`config.mk`:
```
export PLATFORM = sky130hd
export DESIGN_NAME = flick_conditioner_flat
export DESIGN_NICKNAME = d
export VERILOG_FILES = /design/src/rtl/flick_if.sv /design/src/rtl/flick_conditioner.sv /design/src/flat_wrapper.sv
export SDC_FILE = /design/constraint.sdc
export NUM_CORES = 1
export LEC_CHECK = 0
export CORE_MARGIN = 8
export CORE_UTILIZATION = 56
export CTS_CLUSTER_DIAMETER = 120
export DETAILED_ROUTE_END_ITERATION = 6
export GPL_TIMING_DRIVEN = 0
export PLACE_DENSITY_LB_ADDON = 0.12
export SYNTH_ARGS = -nofsm -noshare
export SYNTH_HDL_FRONTEND = slang
export SYNTH_SLANG_ARGS = --single-unit
```
`constraint.sdc`:
```
create_clock -name clk -period 4.1 [get_ports clk]
set_input_delay 0.41 -clock clk [delete_from_list [all_inputs] [get_ports clk]]
set_output_delay 0.41 -clock clk [all_outputs]
set_load 0.02 [all_outputs]
```
`src/rtl/flick_if.sv`:
```
// flick_if: button-in / conditioned-level-out bundle between a driver and flick_conditioner.
interface flick_if;
   logic       flick_raw;
   logic       glitch_clr;
   logic       flick_out;
   logic       flick_rise;
   logic       flick_fall;
   logic [7:0] glitch_cnt;
   modport master (output flick_raw, glitch_clr, input flick_out, flick_rise, flick_fall, glitch_cnt);
   modport slave (input flick_raw, glitch_clr, output flick_out, flick_rise, flick_fall, glitch_cnt);
endinterface

```
`src/rtl/flick_conditioner.sv`:
```
// flick_conditioner: synchronizes and debounces a raw button into a clean level, edge pulses and a glitch count.
module flick_conditioner #(
   parameter int SYNC_STAGES     = 2,
   parameter int DEBOUNCE_CYCLES = 4,
   parameter int CNT_W           = 8
) (
   input logic   clk,
   input logic   reset,
   flick_if.slave f
);
   typedef enum logic [1:0] {IDLE_LOW, CHK_HIGH, HOLD_HIGH, CHK_LOW} state_t;
   localparam logic [CNT_W-1:0] LAST = CNT_W'(DEBOUNCE_CYCLES - 1);
   state_t                 state_q, state_d;
   logic [SYNC_STAGES-1:0] sync_q, sync_d;
   logic [CNT_W-1:0]       cnt_q, cnt_d;
   logic                   out_q, out_d, rise_q, rise_d, fall_q, fall_d;
   logic [7:0]             glitch_q, glitch_d;
   logic                   s, abort;
   always_comb begin
      sync_d  = {sync_q[SYNC_STAGES-2:0], f.flick_raw};
      s       = sync_q[SYNC_STAGES-1];
      state_d = state_q;
      cnt_d   = cnt_q;
      out_d   = out_q;
      rise_d  = 1'b0;
      fall_d  = 1'b0;
      abort   = 1'b0;
      case (state_q)
         IDLE_LOW: if (s) begin
            state_d = CHK_HIGH;
            cnt_d   = CNT_W'(1);
         end
         CHK_HIGH: if (!s) begin
            state_d = IDLE_LOW;
            abort   = 1'b1;
         end else if (cnt_q == LAST) begin
            state_d = HOLD_HIGH;
            out_d   = 1'b1;
            rise_d  = 1'b1;
         end else cnt_d = cnt_q + CNT_W'(1);
         HOLD_HIGH: if (!s) begin
            state_d = CHK_LOW;
            cnt_d   = CNT_W'(1);
         end
         CHK_LOW: if (s) begin
            state_d = HOLD_HIGH;
            abort   = 1'b1;
         end else if (cnt_q == LAST) begin
            state_d = IDLE_LOW;
            out_d   = 1'b0;
            fall_d  = 1'b1;
         end else cnt_d = cnt_q + CNT_W'(1);
      endcase
      // clear wins over a same-cycle abort
      glitch_d = f.glitch_clr ? 8'd0 : (abort && glitch_q != 8'hff) ? glitch_q + 8'd1 : glitch_q;
   end
   always_ff @(posedge clk) begin
      if (reset) begin
         state_q  <= IDLE_LOW;
         sync_q   <= '0;
         cnt_q    <= '0;
         out_q    <= 1'b0;
         rise_q   <= 1'b0;
         fall_q   <= 1'b0;
         glitch_q <= 8'd0;
      end else begin
         state_q  <= state_d;
         sync_q   <= sync_d;
         cnt_q    <= cnt_d;
         out_q    <= out_d;
         rise_q   <= rise_d;
         fall_q   <= fall_d;
         glitch_q <= glitch_d;
      end
   end
   assign f.flick_out  = out_q;
   assign f.flick_rise = rise_q;
   assign f.flick_fall = fall_q;
   assign f.glitch_cnt = glitch_q;
endmodule

```
`src/flat_wrapper.sv`:
```
// flat-port wrapper written by rule: the top's interface ports become plain ports
module flick_conditioner_flat 
#(
   parameter int SYNC_STAGES     = 2,
   parameter int DEBOUNCE_CYCLES = 4,
   parameter int CNT_W           = 8
)
  (clk, reset, f_flick_raw, f_glitch_clr, f_flick_out, f_flick_rise, f_flick_fall, f_glitch_cnt);
  flick_if f_i ();
  input logic clk;
  input logic reset;
  input wire logic [$bits(f_i.flick_raw)-1:0] f_flick_raw;
  input wire logic [$bits(f_i.glitch_clr)-1:0] f_glitch_clr;
  output wire logic [$bits(f_i.flick_out)-1:0] f_flick_out;
  output wire logic [$bits(f_i.flick_rise)-1:0] f_flick_rise;
  output wire logic [$bits(f_i.flick_fall)-1:0] f_flick_fall;
  output wire logic [$bits(f_i.glitch_cnt)-1:0] f_glitch_cnt;
  assign f_i.flick_raw = f_flick_raw;
  assign f_i.glitch_clr = f_glitch_clr;
  assign f_flick_out = f_i.flick_out;
  assign f_flick_rise = f_i.flick_rise;
  assign f_flick_fall = f_i.flick_fall;
  assign f_glitch_cnt = f_i.glitch_cnt;
  flick_conditioner #(.SYNC_STAGES(SYNC_STAGES), .DEBOUNCE_CYCLES(DEBOUNCE_CYCLES), .CNT_W(CNT_W)) u_core (.clk(clk), .reset(reset), .f(f_i));
endmodule
```
==> key figures, run 1 <==
Yosys
  – Cells after Synth: 111
  – Seq/Total Area, Yosys: 43.4%
  – Post-synth top flop: dfxtp_1
  – Simple-gate area share of the yosys netlist: 27.4%
  – Avg Inst Size Synth: about 9.6 µm²
  – Synth unique cells: 35
  – Register bit total from synthesis: 23
  – Mux share of post-synthesis cell area: 3.77%
  – Largest family of logic cells by synthesized area: simple AND/OR/NAND/NOR gates
  – Post-synthesis xor/xnor area fraction: 9.20%
  – Post-synth EDFFs: 0
  – Post-synthesis async set-or-reset flop share: 0%
  – Synth Area in Adders: 2.36%
  – Yosys warning total: 0
  – Syn nets: approximately 120
  – Mapped cell area: 1060 µm²
  – Complex-gate fraction of the synthesized area: 12.1%

Timing
  – Max-slew violations: 0
  – Max Clock Skew: 0.00210 ns
  – Worst slew margin: between 60% and 70%
  – RSZ-0062 raised after global routing: no
  – Worst Tran Pin Value: 0.481 ns
  – Fin. Hold Viols: 0
  – Final Cycle Share: 49.3%
  – TNS Setup: 0 ns
  – Minimum clock period: 2.02 ns
  – Final setup vio count: 0
  – Fmax: 494 MHz

Detailed routing
  – Final routed DRC violation total: 0
  – Post-DRT Antenna Nets: 0
  – DRT iter0 DRCs: 19
  – Via count: 845
  – WL final: 1970 µm
  – Avg WL per Cell: 12.8 µm
  – Drt pass-1 iters: 5
  – Vias per cell: between 5 and 6

Final layout
  – Commonest non-fill, non-tap cells in the layout: dfxtp_1 (23), clkdlybuf4s50_1 (14), nor2_1 (12)
  – Layout area overhead: 18.6%
  – Final cell count without fillers: 154
  – Final-stage net count: between 100 and 150
  – Antenna cells: 0
  – Share of cells above drive strength 1: ~7.8%
  – Most common cell after layout, fill and taps aside: dfxtp_1

Clock tree
  – CTS tree: built
  – Post-CTS Setup Inserts: 0
  – Worst-Skew Late Latency: 0.29 ns
  – # hold bufs at CTS: 0
  – Clock Pin Slew Worst Setup and Hold Paths: 0.11 ns
  – Clock buffer depth: 2
  – Resize count post-CTS: 0
  – # clock sinks: 23
  – H-tree levels: 1
  – Clk root buf: clkbuf_4
  – Inserted Clock Buffers: 3

Die
  – Starting Density: 60.1%
  – Die X: 59.5 µm
  – Row count: 15
  – Core area: 1760 µm²
  – Io pins: 15
  – Die area: 3540 µm²
  – Die Span Y: 59.5 µm

Setup path
  – Critical Path RT: approximately 4.3 ns
  – Setup CP Type: reg -> reg
  – R2R depth: 6
  – Worst-path cell chain: ha_1 -> or4bb_1 -> or2_2 -> clkbuf_1 -> mux2i_1 -> a21oi_1
  – CP arrival: 2.20 ns
  – Worst R2R Setup Slack: 2.08 ns
  – Slowest stage delay, CP: roughly 0.53 ns
  – Crit path launch type: register
  – Critical Path Slowest Stage Cell: or4bb_1
  – Reg2Reg Capture Point: u_core.f.flick_out
  – CP Capture Type: register
  – Max FO, Critical Path: 5
  – Reg-to-Reg Start: u_core.cnt_q[0]
  – WP buf/inv: 1
  – CP top delay family: simple AND/OR/NAND/NOR gates

Placement
  – I/O Buffers: 14
  – Dpl cells: 150
  – RD Place Congestion: 0.777
  – Hpwl dp: 1560 µm

Power and ir drop
  – Comb pwr share: 5.7%
  – Switching power: 74.1 µW
  – Max VDD drop: ~0.21 mV
  – Pwr/cell area: 276 nW/µm²
  – Sw Share: 21.3%
  – Reg power frac: 66.0%
  – Lkg Pwr: 0.000417 µW
  – Clock share of power: 28.2%
  – Int Power: 273 µW

Global route
  – First-pass GRT wire length: 3330 µm
  – Largest net degree at the start of global routing: 13
  – Vias in the first global route: 791
  – Gr ovfl total: 0
  – Gr usage total: 11.9%
  – Initial antenna violation count: 0

Flow run
  – Max-cap viol count: 0

Hold path
  – Hold path startpoint: u_core.sync_q[0]
  – WHS Path Cells: 1
  – Hold Path End: u_core.sync_q[1]
  – Hold crit path type: reg -> reg

Outcome
  – Status: complete, no violations
==> power by group through the flow <==
stage / sequential (µW) / clock [µW] / combinational (µW)
final: 229 / 98.1 / 19.9
after global routing: 230 / 114 / 21.9
after CTS: 229 / 103 / 20.2
after detailed placement: 234 / 0 / 20.1
after global placement: 234 / 0 / 19.6
after floorplan: 235 / 0 / 11.0
==> metrics by stage <==
step	area [µm²]	hold slack [ns]	power [µW]	worst slack, ns	util (%)
global placement	1230	0.419	254	2.14	69.9
CTS	1260	0.497	353	2.08	71.3
floorplan	1060	0.414	246	2.28	-
global route	1260	0.507	366	1.97	71.3
finish	1260	0.492	348	2.08	71.3
detailed placement	1230	0.479	255	2.10	69.9
==> synth_stat cells (2+ instances only) <==
| library cell | n | area share [%] |
|---|---|---|
| nor3b_1 | 2 | 1.4 |
| xor2_1 | 5 | 4.1 |
| o21ai_0 | 6 | 2.8 |
| mux2i_1 | 4 | 3.8 |
| clkbuf_1 | 2 | 0.71 |
| nand2_1 | 5 | 1.8 |
| inv_1 | 2 | 0.71 |
| o211ai_1 | 3 | 2.1 |
| a21oi_1 | 6 | 2.8 |
| nor2b_1 | 3 | 1.8 |
| nand3_1 | 7 | 3.3 |
| ha_1 | 2 | 2.4 |
| or2_2 | 2 | 1.2 |
| dfxtp_1 | 23 | 43 |
| nor2_1 | 12 | 4.2 |
| xnor2_1 | 3 | 2.5 |
| or4_1 | 2 | 1.4 |
| or3_1 | 5 | 2.9 |
==> worst max-delay path by stage <==
stage / slack, ns / cells after the start / from / end
after floorplan: 2.28 / 6 / u_core.cnt_q[0] / u_core.f.flick_out
after global placement: 2.14 / 5 / reset / u_core.f.glitch_cnt[6]
after detailed placement: 2.10 / 6 / u_core.cnt_q[0] / u_core.f.flick_out
after CTS: 2.08 / 6 / u_core.cnt_q[0] / u_core.f.flick_out
after global routing: 1.97 / 6 / u_core.cnt_q[0] / u_core.f.flick_out
final: 2.08 / 6 / u_core.cnt_q[0] / u_core.f.flick_out
==> registers in the layout, indices dropped and copies added (netlist names), named ones only <==
name / cells
u_core.state_q: 1
u_core.sync_q: 2
u_core.f.flick_fall: 1
u_core.f.glitch_cnt: 8
u_core.f.flick_rise: 1
u_core.cnt_q: 8
u_core.f.flick_out: 1
==> cell families (layout without fill, tap and decap cells) <==
logic type               count (synthesis)  after routing
AO/OA/AOI/OAI                           20             20
XOR/XNOR                                 9              9
adder cells (fa/ha/maj)                  2              2
buffers and inverters                    5             23
flip-flops                              23             23
multiplexers                             4              4
AND/OR/NAND/NOR                         48             48
==> layout make-up <==
class,count,area [µm²]
multi-input cells,83,582
fillers,143,505
flip-flops and latches,23,460
repair buffers,14,140
well taps,25,31.3
clock buffers,4,26.3
plain buffers,3,11.3
inverters,2,7.51
==> layer usage <==
layer	track usage [%]	up-vias	part of all wire, %	wire length (µm)
met5	0	-	0	0
met3	2.60	4	5.0	98
met1	12.7	385	44	865
met2	22.0	19	50	980
met4	4.42	0	1.4	28
li1	-	437	-	-
Note: power is estimated with default switching activity, not from simulation.
==> run 2: changes to the inputs <==
- CORE_ASPECT_RATIO: not set -> 0.6
- CORE_UTILIZATION: 56 -> 47
- clock period: 4.1 -> 1.65 ns (I/O delays scaled with it)
==> key figures, run 2 (same netlist as run 1, synthesis figures left out) <==
Outcome
  – Status: finished, violations left
  – Failing checks: negative setup slack

Setup path
  – CP arrival: 1.84 ns
  – Setup CP Type: reg -> reg
  – Worst Setup SP: u_core.cnt_q[6]
  – Reg-to-Reg Start: u_core.cnt_q[6]
  – Slowest stage delay, CP: roughly 0.57 ns
  – Crit path launch type: register
  – CP Capture Type: register
  – Critical Path Slowest Stage Cell: or4_4
  – Max FO, Critical Path: 4
  – CP top delay family: simple AND/OR/NAND/NOR gates
  – WP buf/inv: 0
  – Worst-path cell chain: or4_4 -> nor4b_4 -> mux2i_1 -> a211oi_2
  – Critical Path RT: 1.79 ns

Power and ir drop
  – Max VDD drop: 0.525 mV
  – Lkg Pwr: about 0.00045 µW
  – Pwr/cell area: slightly above 700 nW/µm²

Global route
  – Vias in the first global route: 813
  – Gr usage total: about an eighth
  – First-pass GRT wire length: approximately 4000 µm
  – Gr ovfl total: 0
  – Largest net degree at the start of global routing: 14
  – Initial antenna violation count: 0

Placement
  – RD Place Congestion: 0.749
  – Hpwl dp: roughly 1700 µm
  – Dpl cells: 155
  – Pre-CTS setup slack: -0.123 ns
  – I/O Buffers: 14

Detailed routing
  – Via count: 924
  – Avg WL per Cell: 14.4 µm
  – Vias per cell: 5.63
  – Drt pass-1 iters: 4
  – Final routed DRC violation total: 0
  – WL final: 2370 µm
  – Post-DRT Antenna Nets: 0
  – DRT iter0 DRCs: 86

Final layout
  – Fin util: 63.9%
  – Final cell count without fillers: 164
  – Share of cells above drive strength 1: around 20%
  – Commonest non-fill, non-tap cells in the layout: dfxtp_1 (16), clkdlybuf4s50_1 (14), nor2_1 (12)
  – Antenna cells: 0
  – Most common cell after layout, fill and taps aside: dfxtp_1
  – Final-stage net count: 141
  – Layout area overhead: 29.2%

Clock tree
  – Clk root buf: clkbuf_8
  – # hold bufs at CTS: 0
  – Clock buffer depth: 2
  – Clock Pin Slew Worst Setup and Hold Paths: 0.08 ns
  – Worst-Skew Late Latency: 0.26 ns
  – H-tree levels: 1
  – # clock sinks: 23
  – Inserted Clock Buffers: 3
  – CTS tree: built

Timing
  – Max-slew violations: 0
  – RSZ-0062 raised after global routing: yes
  – Min Hold Slack: approximately 0.45 ns
  – Final setup vio count: 4
  – Worst slew margin: 66.7%
  – Fin. Hold Viols: 0
  – Fmax: 586 MHz
  – Final Cycle Share: 103%
  – Minimum clock period: 1.71 ns
  – Max Clock Skew: approximately 0.0015 ns
  – TNS Setup: -0.0883 ns
  – Worst Tran Pin Value: 0.499 ns
  – Setup ws final: -0.0576 ns

Hold path
  – Hold crit path type: reg -> reg
  – Hold path startpoint: u_core.sync_q[0]

Die
  – Starting Density: between 40% and 50%
  – Core area: 2150 µm²
  – Die area: 4080 µm²
  – Die Span Y: between 50 and 60 µm
  – Row count: 13
  – Io pins: 15
  – Die X: around 77 µm

Flow run
  – Max-cap viol count: 0
run 2: cell count changes in the layout (fill, tap and decap cells not counted), sizes merged:
| cell | delta |
|---|---|
| buf | +6 |
| clkbuf | -2 |
| clkinv | +1 |
run 2: layout make-up:
type                            instances  area [µm²]
Fill cell                             196         776
Sequential cell                        23         477
Multi-Input combinational cell         83         611
Tap cell                               30        37.5
Inverter                                2        7.51
Clock buffer                            3        41.3
Buffer                                  2        7.51
Clock inverter                          1        5.00
Timing Repair Buffer                   20         185
run 2: power breakdown:
group | switching [µW] | total [µW] | leakage, µW | internal, µW
Clock | 181 | 350 | 0.0000255 | 169
Sequential | 8.81 | 567 | 0.000190 | 558
Combinational | 27.8 | 53.5 | 0.000237 | 25.7
run 2: routing by layer:
| metal | up-vias | track usage (%) | wire length [µm] |
|---|---|---|---|
| met3 | 5 | 4.62 | 139 |
| met2 | 22 | 18.8 | 1040 |
| met5 | - | 0 | 0 |
| li1 | 450 | - | - |
| met1 | 447 | 15.5 | 1160 |
| met4 | 0 | 4.97 | 29 |
run 2: final timing paths:
path	end	slack (ns)	cells after the start
setup / recovery	u_core.cnt_q[0]	-0.06	4
setup reg to reg	u_core.cnt_q[0]	-0.06	4
hold / removal	u_core.sync_q[1]	0.45	1
hold reg to reg	u_core.sync_q[1]	0.45	1
run 2: timing repair:
item | in CTS | in global routing
endpoints found under the setup margin | 9 | 14
pin swaps | 4 | 3
cloned | 0 | 0
setup buffers | 4 | 2
resized for setup | 6 | 5
run 2: per-stage QoR:
stage               area (µm²)  total power [µW]
global route              1370              1010
detailed placement        1260               635
global placement          1260               633
floorplan                 1080               613
finish                    1370               970
CTS                       1350               977
run 2: worst register-to-register path: stages, from the launching register on:
cell,delay [ns]
dfxtp_2,0.33
or4_4,0.57
nor4b_4,0.34
mux2i_1,0.26
a211oi_2,0.09
==> run 3: changes to the inputs <==
--- a/config.mk
+++ b/config.mk
@@ -6,11 +6,11 @@
 export NUM_CORES = 1
 export LEC_CHECK = 0
-export CORE_ASPECT_RATIO = 0.6
 export CORE_MARGIN = 8
-export CORE_UTILIZATION = 47
+export CORE_UTILIZATION = 52
 export CTS_CLUSTER_DIAMETER = 120
 export DETAILED_ROUTE_END_ITERATION = 6
 export GPL_TIMING_DRIVEN = 0
 export PLACE_DENSITY_LB_ADDON = 0.12
+export REMOVE_ABC_BUFFERS = 1
 export SYNTH_ARGS = -nofsm -noshare
 export SYNTH_HDL_FRONTEND = slang
==> constraint.sdc (replaced) <==
create_clock -name clk -period 1.9 [get_ports clk]
set_input_delay 0.19 -clock clk [delete_from_list [all_inputs] [get_ports clk]]
set_output_delay 0.19 -clock clk [all_outputs]
set_load 0.01 [all_outputs]
==> key figures, run 3 (same netlist as run 1, synthesis figures left out) <==
Outcome
  – Status: complete, no violations

Setup path
  – WP buf/inv: 0
  – Worst-path cell chain: ha_2 -> or4bb_4 -> o21ai_0 -> or3_1 -> a21oi_1
  – Setup CP Type: reg -> reg
  – CP arrival: 1.96 ns
  – Crit path launch type: register
  – CP top delay family: simple AND/OR/NAND/NOR gates
  – Worst R2R Setup Slack: between 0.1 and 0.15 ns
  – Critical Path RT: 2.09 ns
  – Worst Setup SP: u_core.cnt_q[0]
  – Slowest stage delay, CP: 0.55 ns
  – Reg-to-Reg Start: u_core.cnt_q[0]
  – Max FO, Critical Path: 5
  – Critical Path Slowest Stage Cell: or4bb_4
  – CP Capture Type: register

Clock tree
  – Clk root buf: clkbuf_4
  – H-tree levels: 1
  – Worst-Skew Late Latency: 0.31 ns
  – Clock buffer depth: 2
  – Clock Pin Slew Worst Setup and Hold Paths: 0.12 ns
  – Inserted Clock Buffers: 3
  – Post-CTS Setup Inserts: 0
  – Resize count post-CTS: 0
  – CTS tree: built
  – # hold bufs at CTS: 0
  – # clock sinks: 23

Power and ir drop
  – Lkg Pwr: around 0.00042 µW
  – Pwr/cell area: between 600 and 700 nW/µm²
  – Max VDD drop: 0.400 mV

Final layout
  – Layout filler cell count: around 180
  – Commonest non-fill, non-tap cells in the layout: dfxtp_1 (21), clkdlybuf4s50_1 (14), nor2_1 (12)
  – Antenna cells: 0
  – Most common cell after layout, fill and taps aside: dfxtp_1
  – Layout area overhead: 18.9%
  – Share of cells above drive strength 1: 11.1%
  – Final cell count without fillers: 153
  – Final-stage net count: 133

Detailed routing
  – Post-DRT Antenna Nets: 0
  – WL final: around 2000 µm
  – Vias per cell: 5.65
  – Drt pass-1 iters: 4
  – Avg WL per Cell: between 10 and 15 µm
  – DRT iter0 DRCs: 17
  – Via count: 865
  – Final routed DRC violation total: 0

Timing
  – Minimum clock period: ~1.8 ns
  – Fmax: 566 MHz
  – Max Clock Skew: 0.00122 ns
  – Max-slew violations: 0
  – Fin. Hold Viols: 0
  – Worst slew margin: 66.7%
  – Final Cycle Share: 93.0%
  – Setup ws final: 0.133 ns
  – Worst Tran Pin Value: 0.498 ns
  – Min Hold Slack: 0.428 ns
  – RSZ-0062 raised after global routing: no
  – Final setup vio count: 0

Die
  – Die area: 3740 µm²
  – Io pins: 15
  – Row count: 16
  – Starting Density: a little over half
  – Die Span Y: 61.2 µm
  – Die X: 61.2 µm
  – Core area: 1940 µm²

Placement
  – Dpl cells: 149
  – Pre-CTS setup slack: -0.0294 ns
  – RD Place Congestion: 0.763
  – I/O Buffers: 14
  – Hpwl dp: ~1500 µm

Hold path
  – Hold path startpoint: f_flick_raw
  – Hold crit path type: in -> reg

Global route
  – Initial antenna violation count: 0
  – Gr ovfl total: 0
  – Gr usage total: around 12%
  – Vias in the first global route: ~790
  – Largest net degree at the start of global routing: 13
  – First-pass GRT wire length: 3450 µm

Flow run
  – Max-cap viol count: 0
==> run 3: cell types whose count changed in the layout (fill, tap and decap cells not counted), moves of 2 or more <==
cell,previous run,this run
clkbuf_4,0,3
clkbuf_8,3,0
buf_4,6,0
dfxtp_2,4,2
dfxtp_1,16,21
dfxtp_4,3,0
==> run 3: worst paths after layout <==
kind | depth (start not counted) | to
worst min-delay path | 2 | u_core.sync_q[0]
worst max-delay path | 5 | u_core.cnt_q[3]
worst max register to register | 5 | u_core.cnt_q[3]
worst min register to register | 1 | u_core.sync_q[1]
==> run 3: worst reg2reg max path, cell delays in order (launching register included) <==
cell and delay [ns]:
dfxtp_2 0.39, ha_2 0.22, or4bb_4 0.55, o21ai_0 0.29, or3_1 0.16, a21oi_1 0.05
==> run 3: metrics by stage <==
step | area, µm² | setup TNS [ns] | total power, µW | util [%]
floorplan | 1050 | 0 | 526 | -
finish | 1260 | 0 | 761 | 64.9
CTS | 1250 | 0 | 766 | 64.4
global placement | 1220 | -0.0171 | 545 | 63.0
detailed placement | 1220 | -0.0294 | 546 | 63.0
global route | 1260 | 0 | 793 | 64.9
==> run 3: where the power goes <==
group          internal, µW  switching (µW)  total (µW)  leakage [µW]
Clock                  82.0             144         226     0.0000150
Sequential              488            7.24         496      0.000187
Combinational          19.7            20.2        39.9      0.000213
Total                   590             171         761      0.000415
==> run 3: area by class of cell <==
type | instances | area, µm² | share of cell area (%)
well taps | 27 | 33.8 | 2.68
repair buffers | 14 | 140 | 11.1
clock buffers | 4 | 26.3 | 2.08
flip-flops and latches | 23 | 463 | 36.7
inverters | 2 | 7.51 | 0.595
multi-input cells | 83 | 591 | 46.8
==> run 3: routing by layer <==
| metal | part of all wire [%] | GRT usage [%] | vias up | routed length, µm |
|---|---|---|---|---|
| met5 | 0 | 0 | - | 0 |
| met2 | 48 | 20.4 | 12 | 978 |
| met3 | 4.0 | 2.51 | 5 | 81 |
| li1 | - | - | 432 | - |
| met1 | 46 | 13.8 | 416 | 933 |
| met4 | 1.9 | 6.31 | 0 | 38 |
